**config.mk**
```make
export PLATFORM = sky130hd
export DESIGN_NAME = trap_controller
export DESIGN_NICKNAME = d
export VERILOG_FILES = /design/src/rtl/trap_controller_pkg.sv /design/src/rtl/trap_controller_irq_priority_enc.sv /design/src/rtl/trap_controller.sv
export SDC_FILE = /design/constraint.sdc
export NUM_CORES = 1
export LEC_CHECK = 0
export CAP_MARGIN = 20
export CELL_PAD_IN_SITES_DETAIL_PLACEMENT = 0
export CELL_PAD_IN_SITES_GLOBAL_PLACEMENT = 1
export CORE_AREA = 2 2 173 133
export CTS_CLUSTER_DIAMETER = 120
export CTS_CLUSTER_SIZE = 28
export DETAILED_ROUTE_END_ITERATION = 6
export DIE_AREA = 0 0 175 135
export PLACE_DENSITY = 0.85
export SLEW_MARGIN = 0
export SYNTH_ARGS = -nofsm -noshare
export SYNTH_HDL_FRONTEND = slang
export SYNTH_HIERARCHICAL = 1
export SYNTH_SLANG_ARGS = --single-unit
```
**constraint.sdc**
```tcl
create_clock -name clk -period 2.3 [get_ports clk]
set_input_delay 0.46 -clock clk [delete_from_list [all_inputs] [get_ports clk]]
set_output_delay 0.46 -clock clk [all_outputs]
set_load 0.01 [all_outputs]
```
**src/rtl/trap_controller_pkg.sv**
```systemverilog
// Shared types and constants for the machine-mode trap sequencer.
// Optional feature macro used by the top: TRAP_VECTORED_EN.
package core_package;

   // Sequencer states
   typedef enum logic [1:0] {
      ST_IDLE     = 2'd0,
      ST_DRAIN    = 2'd1,
      ST_COMMIT   = 2'd2,
      ST_REDIRECT = 2'd3
   } trap_state_e;

   // Kind of event currently being sequenced
   typedef enum logic [1:0] {
      KIND_EXC  = 2'd0,
      KIND_IRQ  = 2'd1,
      KIND_MRET = 2'd2
   } trap_kind_e;

   // mip/mie bit positions of the machine interrupts
   localparam int MEIP_IDX = 11;
   localparam int MSIP_IDX = 3;
   localparam int MTIP_IDX = 7;

   // mcause codes of the machine interrupts
   localparam logic [4:0] IRQ_CODE_MEI = 5'd11;
   localparam logic [4:0] IRQ_CODE_MSI = 5'd3;
   localparam logic [4:0] IRQ_CODE_MTI = 5'd7;

   // Only MEI, MSI and MTI are considered when deciding whether an interrupt is pending
   localparam logic [31:0] IRQ_MASK = 32'h0000_0888;

   // Return addresses are halfword aligned: bit 0 is always dropped
   function automatic logic [31:0] clear_lsb(input logic [31:0] addr);
      return {addr[31:1], 1'b0};
   endfunction

endpackage

```
**src/rtl/trap_controller_irq_priority_enc.sv**
```systemverilog
// Fixed-priority encoder for machine interrupts: MEI > MSI > MTI.
// Input is the already-masked pending vector (mie & mip & 0x888).
module irq_priority_enc
   import core_package::*;
(
   input  logic [31:0] pend_i,
   output logic        valid_o,
   output logic [4:0]  code_o
);

   // Bits outside the three machine interrupts never influence the result
   logic unused_pend;
   assign unused_pend = ^{pend_i[31:12], pend_i[10:8], pend_i[6:4], pend_i[2:0]};

   // Pick the highest-priority pending interrupt
   always_comb begin
      valid_o = 1'b1;
      code_o  = IRQ_CODE_MEI;
      if (pend_i[MEIP_IDX]) begin
         code_o = IRQ_CODE_MEI;
      end else if (pend_i[MSIP_IDX]) begin
         code_o = IRQ_CODE_MSI;
      end else if (pend_i[MTIP_IDX]) begin
         code_o = IRQ_CODE_MTI;
      end else begin
         valid_o = 1'b0;
         code_o  = 5'd0;
      end
   end

endmodule

```
**src/rtl/trap_controller.sv**
```systemverilog
// Machine-mode trap sequencer: arbitrates exceptions, MRET and interrupts,
// drains the pipeline, strobes the CSR file once, then redirects fetch.
// Define TRAP_VECTORED_EN to vector interrupts when mtvec mode is 1;
// without it every trap goes to the mtvec base and trap_mode_i is ignored.
// Handshake: redirect_valid_o rises with a stable redirect_pc_o and both hold
// until a clock edge where redirect_ready_i is high; that edge completes the transfer.
module trap_controller
   import core_package::*;
#(
   parameter logic [31:0] RESET_PC = 32'h0000_0000
) (
   input  logic        clk,
   input  logic        reset,
   input  logic        exc_valid_i,
   input  logic [4:0]  exc_code_i,
   input  logic [31:0] exc_pc_i,
   input  logic [31:0] exc_tval_i,
   input  logic        mret_i,
   input  logic        irq_pc_valid_i,
   input  logic [31:0] irq_pc_i,
   input  logic [31:0] mie_i,
   input  logic [31:0] mip_i,
   input  logic        global_m_interrupt_en_i,
   input  logic [31:0] trap_base_addr_i,
   input  logic [1:0]  trap_mode_i,
   input  logic [31:0] mepc_i,
   input  logic        drain_done_i,
   input  logic        redirect_ready_i,
   output logic        stall_o,
   output logic        flush_o,
   output logic        trap_commit_o,
   output logic        mret_commit_o,
   output logic [31:0] trap_pc_o,
   output logic [31:0] trap_cause_o,
   output logic [31:0] trap_val_o,
   output logic        redirect_valid_o,
   output logic [31:0] redirect_pc_o,
   output logic [1:0]  dbg_state_o
);

   trap_state_e state_q;
   trap_kind_e  kind_q;
   logic        stall_q;
   logic        flush_q;
   logic        trap_commit_q;
   logic        mret_commit_q;
   logic [31:0] trap_pc_q;
   logic [31:0] trap_cause_q;
   logic [31:0] trap_val_q;
   logic [31:0] mret_target_q;
   logic        redirect_valid_q;
   logic [31:0] redirect_pc_q;

   logic [31:0] irq_pend;
   logic        irq_valid;
   logic [4:0]  irq_code;
   logic        irq_take;
   logic [31:0] target_d;

   assign irq_pend = mie_i & mip_i & IRQ_MASK;

   irq_priority_enc u_irq_enc (
      .pend_i  (irq_pend),
      .valid_o (irq_valid),
      .code_o  (irq_code)
   );

   assign irq_take = global_m_interrupt_en_i & irq_pc_valid_i & irq_valid;

`ifdef TRAP_VECTORED_EN
   // Redirect target: MRET returns to mepc, vectored interrupts offset by cause
   always_comb begin
      target_d = trap_base_addr_i;
      if (kind_q == KIND_MRET) begin
         target_d = mret_target_q;
      end else if ((kind_q == KIND_IRQ) && (trap_mode_i == 2'd1)) begin
         target_d = trap_base_addr_i + {25'd0, trap_cause_q[4:0], 2'b00};
      end
   end
`else
   // mtvec mode has no effect in this build
   logic unused_mode;
   assign unused_mode = ^trap_mode_i;

   // Redirect target: MRET returns to mepc, every trap goes to the base
   always_comb begin
      target_d = trap_base_addr_i;
      if (kind_q == KIND_MRET) begin
         target_d = mret_target_q;
      end
   end
`endif

   // Sequencer FSM with registered outputs
   always_ff @(posedge clk or negedge reset) begin
      if (!reset) begin
         state_q          <= ST_IDLE;
         kind_q           <= KIND_EXC;
         stall_q          <= 1'b0;
         flush_q          <= 1'b0;
         trap_commit_q    <= 1'b0;
         mret_commit_q    <= 1'b0;
         trap_pc_q        <= 32'd0;
         trap_cause_q     <= 32'd0;
         trap_val_q       <= 32'd0;
         mret_target_q    <= 32'd0;
         redirect_valid_q <= 1'b0;
         redirect_pc_q    <= RESET_PC;
      end else begin
         case (state_q)
            ST_IDLE: begin
               if (exc_valid_i) begin
                  kind_q       <= KIND_EXC;
                  trap_cause_q <= {27'd0, exc_code_i};
                  trap_pc_q    <= clear_lsb(exc_pc_i);
                  trap_val_q   <= exc_tval_i;
                  state_q      <= ST_DRAIN;
                  stall_q      <= 1'b1;
                  flush_q      <= 1'b1;
               end else if (mret_i) begin
                  kind_q        <= KIND_MRET;
                  mret_target_q <= clear_lsb(mepc_i);
                  state_q       <= ST_DRAIN;
                  stall_q       <= 1'b1;
                  flush_q       <= 1'b1;
               end else if (irq_take) begin
                  kind_q       <= KIND_IRQ;
                  trap_cause_q <= {1'b1, 26'd0, irq_code};
                  trap_pc_q    <= clear_lsb(irq_pc_i);
                  trap_val_q   <= 32'd0;
                  state_q      <= ST_DRAIN;
                  stall_q      <= 1'b1;
                  flush_q      <= 1'b1;
               end
            end
            ST_DRAIN: begin
               if (drain_done_i) begin
                  state_q       <= ST_COMMIT;
                  flush_q       <= 1'b0;
                  trap_commit_q <= (kind_q != KIND_MRET);
                  mret_commit_q <= (kind_q == KIND_MRET);
               end
            end
            ST_COMMIT: begin
               state_q          <= ST_REDIRECT;
               trap_commit_q    <= 1'b0;
               mret_commit_q    <= 1'b0;
               redirect_valid_q <= 1'b1;
               redirect_pc_q    <= target_d;
            end
            ST_REDIRECT: begin
               if (redirect_ready_i) begin
                  state_q          <= ST_IDLE;
                  stall_q          <= 1'b0;
                  redirect_valid_q <= 1'b0;
                  redirect_pc_q    <= RESET_PC;
               end
            end
            default: begin
               state_q <= ST_IDLE;
            end
         endcase
      end
   end

   assign stall_o          = stall_q;
   assign flush_o          = flush_q;
   assign trap_commit_o    = trap_commit_q;
   assign mret_commit_o    = mret_commit_q;
   assign trap_pc_o        = trap_pc_q;
   assign trap_cause_o     = trap_cause_q;
   assign trap_val_o       = trap_val_q;
   assign redirect_valid_o = redirect_valid_q;
   assign redirect_pc_o    = redirect_pc_q;
   assign dbg_state_o      = state_q;

endmodule
```
* Word level (Yosys, flattened, before mapping)
Cells that the tools add are included.
Operators by class: eq/ne operators 9, muxes and demuxes 38, bitwise logic cells 4, reduce and logical (&&, ||, !) cells 15
Operator list (number):
- $mux W32 | 11
- $pmux W32 S2 | 1
- $reduce_and A3 Y1 | 5
- $mux W2 | 7
- $and A12 B12 Y12 | 1
- $mux W1 | 10
- $mux W5 | 2
- $pmux W1 S2 | 5
- $reduce_bool A2 Y1 | 5
- $ne A2 B2 Y1 const B | 4
- $pmux W2 S4 | 1
- $eq A2 B2 Y1 const B | 3
- $reduce_and A2 Y1 | 3
- $ne A4 B4 Y1 const B | 1
- $mux W3 | 1
- $reduce_bool A3 Y1 | 1
- $and A1 B1 Y1 | 2
- $eq A2 B1 Y1 const B | 1
- $logic_not A2 Y1 | 1
- $not A1 Y1 | 1
Storage, ports and cells: register bits 168, input bits 239, output and inout port bits 135, logic and storage cells 78

* Depth between registers and ports, before layout
depth in word-level cells 9, gate-level depth with buffers 8, mapped depth without buffers 5

* Cells and area by module
The synthesis kept the hierarchy.
By module, submodules not included:
- trap_controller | instances 1, cells an instance 573, area an instance 6433.7 µm², seq. area each 3528.4 µm²
- irq_priority_enc | instances 1, cells an instance 7, area an instance 47.5 µm², seq. area each 0.0 µm²

* Worst setup path before layout
Ideal clock, no wire load.
kind input to register, start in mie_i[7], end reg state_q[1], in the netlist dbg_state_o[1], setup time 128 ps, arrival 1872 ps, data required time 2172 ps, path slack 300 ps, stages 5, buffers on the path 0, cell sequence and2_1 -> or3_1 -> a311oi_4 -> a221oi_2 -> mux2_1
On the way: longest elaborated chain between the ends 7
RTL lines:
- from (decl) | RTL line trap_controller.sv:21 | input logic [31:0] mie_i,
- $and A12 B12 Y12 | RTL line trap_controller.sv:60 | assign irq_pend = mie_i & mip_i & IRQ_MASK;
- $mux W1 | RTL line trap_controller_irq_priority_enc.sv:23 | end else if (pend_i[MTIP_IDX]) begin
- $mux W1 | RTL line trap_controller_irq_priority_enc.sv:21 | end else if (pend_i[MSIP_IDX]) begin
- $mux W1 | RTL line trap_controller_irq_priority_enc.sv:19 | if (pend_i[MEIP_IDX]) begin
- net irq_valid | RTL line trap_controller.sv:55 | logic irq_valid;
- $and A1 B1 Y1 | RTL line trap_controller.sv:68 | assign irq_take = global_m_interrupt_en_i & irq_pc_valid_i & irq_valid;
- $ne A4 B4 Y1 (no source line)
- $reduce_and A3 Y1 (no source line)
- to (signal assigned) | RTL line trap_controller.sv:97 | state_q <= ST_IDLE;
- to (signal assigned) | RTL line trap_controller.sv:117 | state_q <= ST_DRAIN;
- to (signal assigned) | RTL line trap_controller.sv:123 | state_q <= ST_DRAIN;
- to (decl) | RTL line trap_controller.sv:41 | trap_state_e state_q;
The timed path passes the listed nets, and every way through them passes these cells. A chain may end at the register's enable or synchronous reset.

* Worst setup path after layout
start in mie_i[7], end reg state_q[1], in the netlist dbg_state_o[1]
On the way: longest elaborated chain between the ends 7
RTL lines:
- $and A12 B12 Y12 | RTL line trap_controller.sv:60
- net irq_pend[7] | RTL line trap_controller.sv:54 | logic [31:0] irq_pend;
- $mux W1 | RTL line trap_controller_irq_priority_enc.sv:23
- $mux W1 | RTL line trap_controller_irq_priority_enc.sv:21
- $mux W1 | RTL line trap_controller_irq_priority_enc.sv:19
- net irq_valid | RTL line trap_controller.sv:55
- $and A1 B1 Y1 | RTL line trap_controller.sv:68
- $ne A4 B4 Y1 (no source line)
- $reduce_and A3 Y1 (no source line)
The timed path passes the listed nets, and every way through them passes these cells.

==> run summary <==
setup ws final - 0.244 ns
Fin Hold WS - 0.476 ns
Yosys reg bits - 141
largest net degree at the start of global routing - 71
Max Root-Sink Buffers - 2
R2R cell count - 6
Detail Route Antenna Nets - 0
CTS sink cnt - 141
num ports - 374
EDFF count, synth - 0
hold crit path type - reg2reg
Die ar. - 23,600 um^2
final-report setup violation count - 0
Worst-Skew Late Latency - 0.42 ns
Gate Count Post-Synth - 580
Primary FF master, synth - dfrtp_1
power per cell area - 1270 nW/um^2
per-cell routed wire length - 17.1 um
CTS H-Tree Depth - 4
Power, Total - 13.0 mW
Max Cap Viol - 0
DR pass1 iterations - 4
critical path type - in2reg
Total GRT Usage - 0.168
GR Overflow Total - 0
leakage dissipation - 4.26 nW
crit-path max cell delay - 0.47 ns
TritonCTS buffer count - 17
status - completed
CP max FO - 4
pre-CTS setup slack - -0.176 ns
die height - 135 um
placement row count - 47
hpwl dp - 14.1 mm
mapped cell area - 6480 um^2
nets - 1,098
Die Wd - 175 um
effective utilization at floorplan - 0.297
Async S/R FF share, synth - 1.00
crit path DAT - 2.34 ns
initial antenna violation count - 0
post-cts resize count - 0
count of different cell masters after synthesis - 41
skew final - 0.0134 ns
Final Cycle Share - 0.894
area grow syn2layout - 58.1%
global-route wire length before repair - 31.2 mm
endpoints failing hold - 0
input/output buffers - 283
crit-path cells - clkdlybuf4s50_1, and2_1, or3_1, a311oi_4, a221oi_2, mux2_1
vias - 5,554
yosys warns - 6
Max Slew Vio Count - 0
Setup crit end kind - flip-flop
slowest library cell on the worst path - or3_1
Worst EP required - 2.59 ns
FMAX - 0.486 GHz
area leader, netlist - dfrtp_1
synthesized area per cell - 11.2 um^2
routability cong. - 0.750
sequential area share after synthesis - 0.544
Via density - 4.78
initial drt markers - 290
final setup TNS - 0 ns
vias in the first global route - 5,704
Clock transition at path regs - 0.06 ns
Routed WL - 19.8 mm
hold path cells - 2
RSZ-0062 raised after global routing - no
CP Launch Type - primary input
worst vdd ir - 0.000448 V
clock root cell - clkbuf_16
area fraction of the dominant cell type after synthesis - 0.544
CTS tree - yes
detailed-route DRC error count - 0
core area - 21,800 um^2
ratio of cells with drive above 1 in the final layout - 0.114
ANT cells - 0
Synth area leaders - dfrtp_1 54%, nor3_1 5.6%, mux2_2 5.4%
min Tclk post-route - 2.06 ns
==> cells in the mapped netlist (2+ instances only) <==
master and count:
ha_1 5, buf_2 15, nor4_1 36, o21ai_0 33
clkbuf_1 19, dfrtp_1 141, nor2_1 5, inv_1 6
nand2_1 35, nor2b_1 3, nor3_1 72, conb_1 2
o22ai_1 37, and3_1 2, buf_4 40, mux2_2 31
and2_1 4, buf_6 4, a22o_1 35, mux2i_1 33
a21oi_1 2
==> layout make-up <==
class | count | area (um^2)
fillers | 2002 | 11600
inverters | 7 | 26.3
repair buffers | 308 | 3140
clock buffers | 19 | 453
clock inverters | 13 | 178
flip-flops and latches | 141 | 3530
well taps | 294 | 368
multi-input cells | 379 | 2550
==> metrics by stage <==
stage	instance area, um^2	utilization	std cells
after global routing	10200	0.470	1161
after global placement	9610	0.440	1128
after detailed placement	9610	0.440	1128
after floorplan	6580	-	606
final	10200	0.470	1161
after CTS	10200	0.470	1161
==> placed cells by master, fill, tap and decap left out, types with 4 or more instances in the layout <==
cell and n:
clkdlybuf4s50_1 281, dfrtp_1 141, nor3_1 72, o22ai_1 37, nor4_1 36, nand2_1 35
a22o_1 35, o21ai_0 33, mux2i_1 32, mux2_2 31, conb_1 28, clkbuf_16 17
buf_4 14, buf_12 10, inv_1 6, nor2_1 5, and2_1 4, ha_1 4
inv_6 4
==> state kept, by name (all words and copies together), names as in the netlist <==
register and cells:
redirect_pc_o 32, trap_val_o 32, mret_target_q 31, trap_pc_o 31, trap_cause_o 6, dbg_state_o 2, kind_q 2, flush_o 1
mret_commit_o 1, redirect_valid_o 1, stall_o 1, trap_commit_o 1
==> critical path, delay by kind of cell <==
family          cells  cell delay [ns]
compound gates      2             0.52
simple gates        2             0.64
buf+inv             1             0.39
mux                 1             0.35
==> power by group <==
group,internal [mW],switching [mW]
clock,1.79,1.16
combinational,3.15,2.60
sequential,3.61,0.672
total,8.55,4.43
==> repair_timing <==
item	4_1_cts	5_1_grt
buffers inserted	0	0
endpoints found under the setup margin	0	0
endpoints found under the hold margin	40	0
hold buffers	1	0
==> final timing paths <==
path / startpoint / to / slack (ns)
worst max-delay path: mie_i[7] / dbg_state_o[1]$_DFFE_PN0P_ / 0.24
worst min-delay path: redirect_pc_o[1]$_DFFE_PN0P_ / redirect_pc_o[1]$_DFFE_PN0P_ / 0.48
worst max register to register: dbg_state_o[0]$_DFFE_PN0P_ / trap_val_o[12]$_DFFE_PN0P_ / 0.37
worst min register to register: redirect_pc_o[1]$_DFFE_PN0P_ / redirect_pc_o[1]$_DFFE_PN0P_ / 0.48
max in group asynchronous: reset / redirect_pc_o[13]$_DFFE_PN0P_ / 1.07
min in group asynchronous: reset / redirect_pc_o[19]$_DFFE_PN0P_ / 0.53
==> per-layer routing <==
| metal | global-route usage | vias to the layer above | share of wire |
|---|---|---|---|
| met2 | 0.273 | 202 | 0.47 |
| met5 | 0 | - | 0 |
| li1 | - | 2635 | - |
| met4 | 0.0407 | 0 | 0.011 |
| met1 | 0.214 | 2702 | 0.44 |
| met3 | 0.0608 | 15 | 0.080 |
==> cells by family after synthesis <==
kind of cell               share of synthesized area
and+or+nand+nor                                0.132
DFF                                            0.544
AOI/OAI and AO/OA                              0.125
buffers and inverters                         0.0807
muxes                                          0.107
adders and majority gates                    0.00965
other                                        0.00116
(Power assumes the default switching activity.)
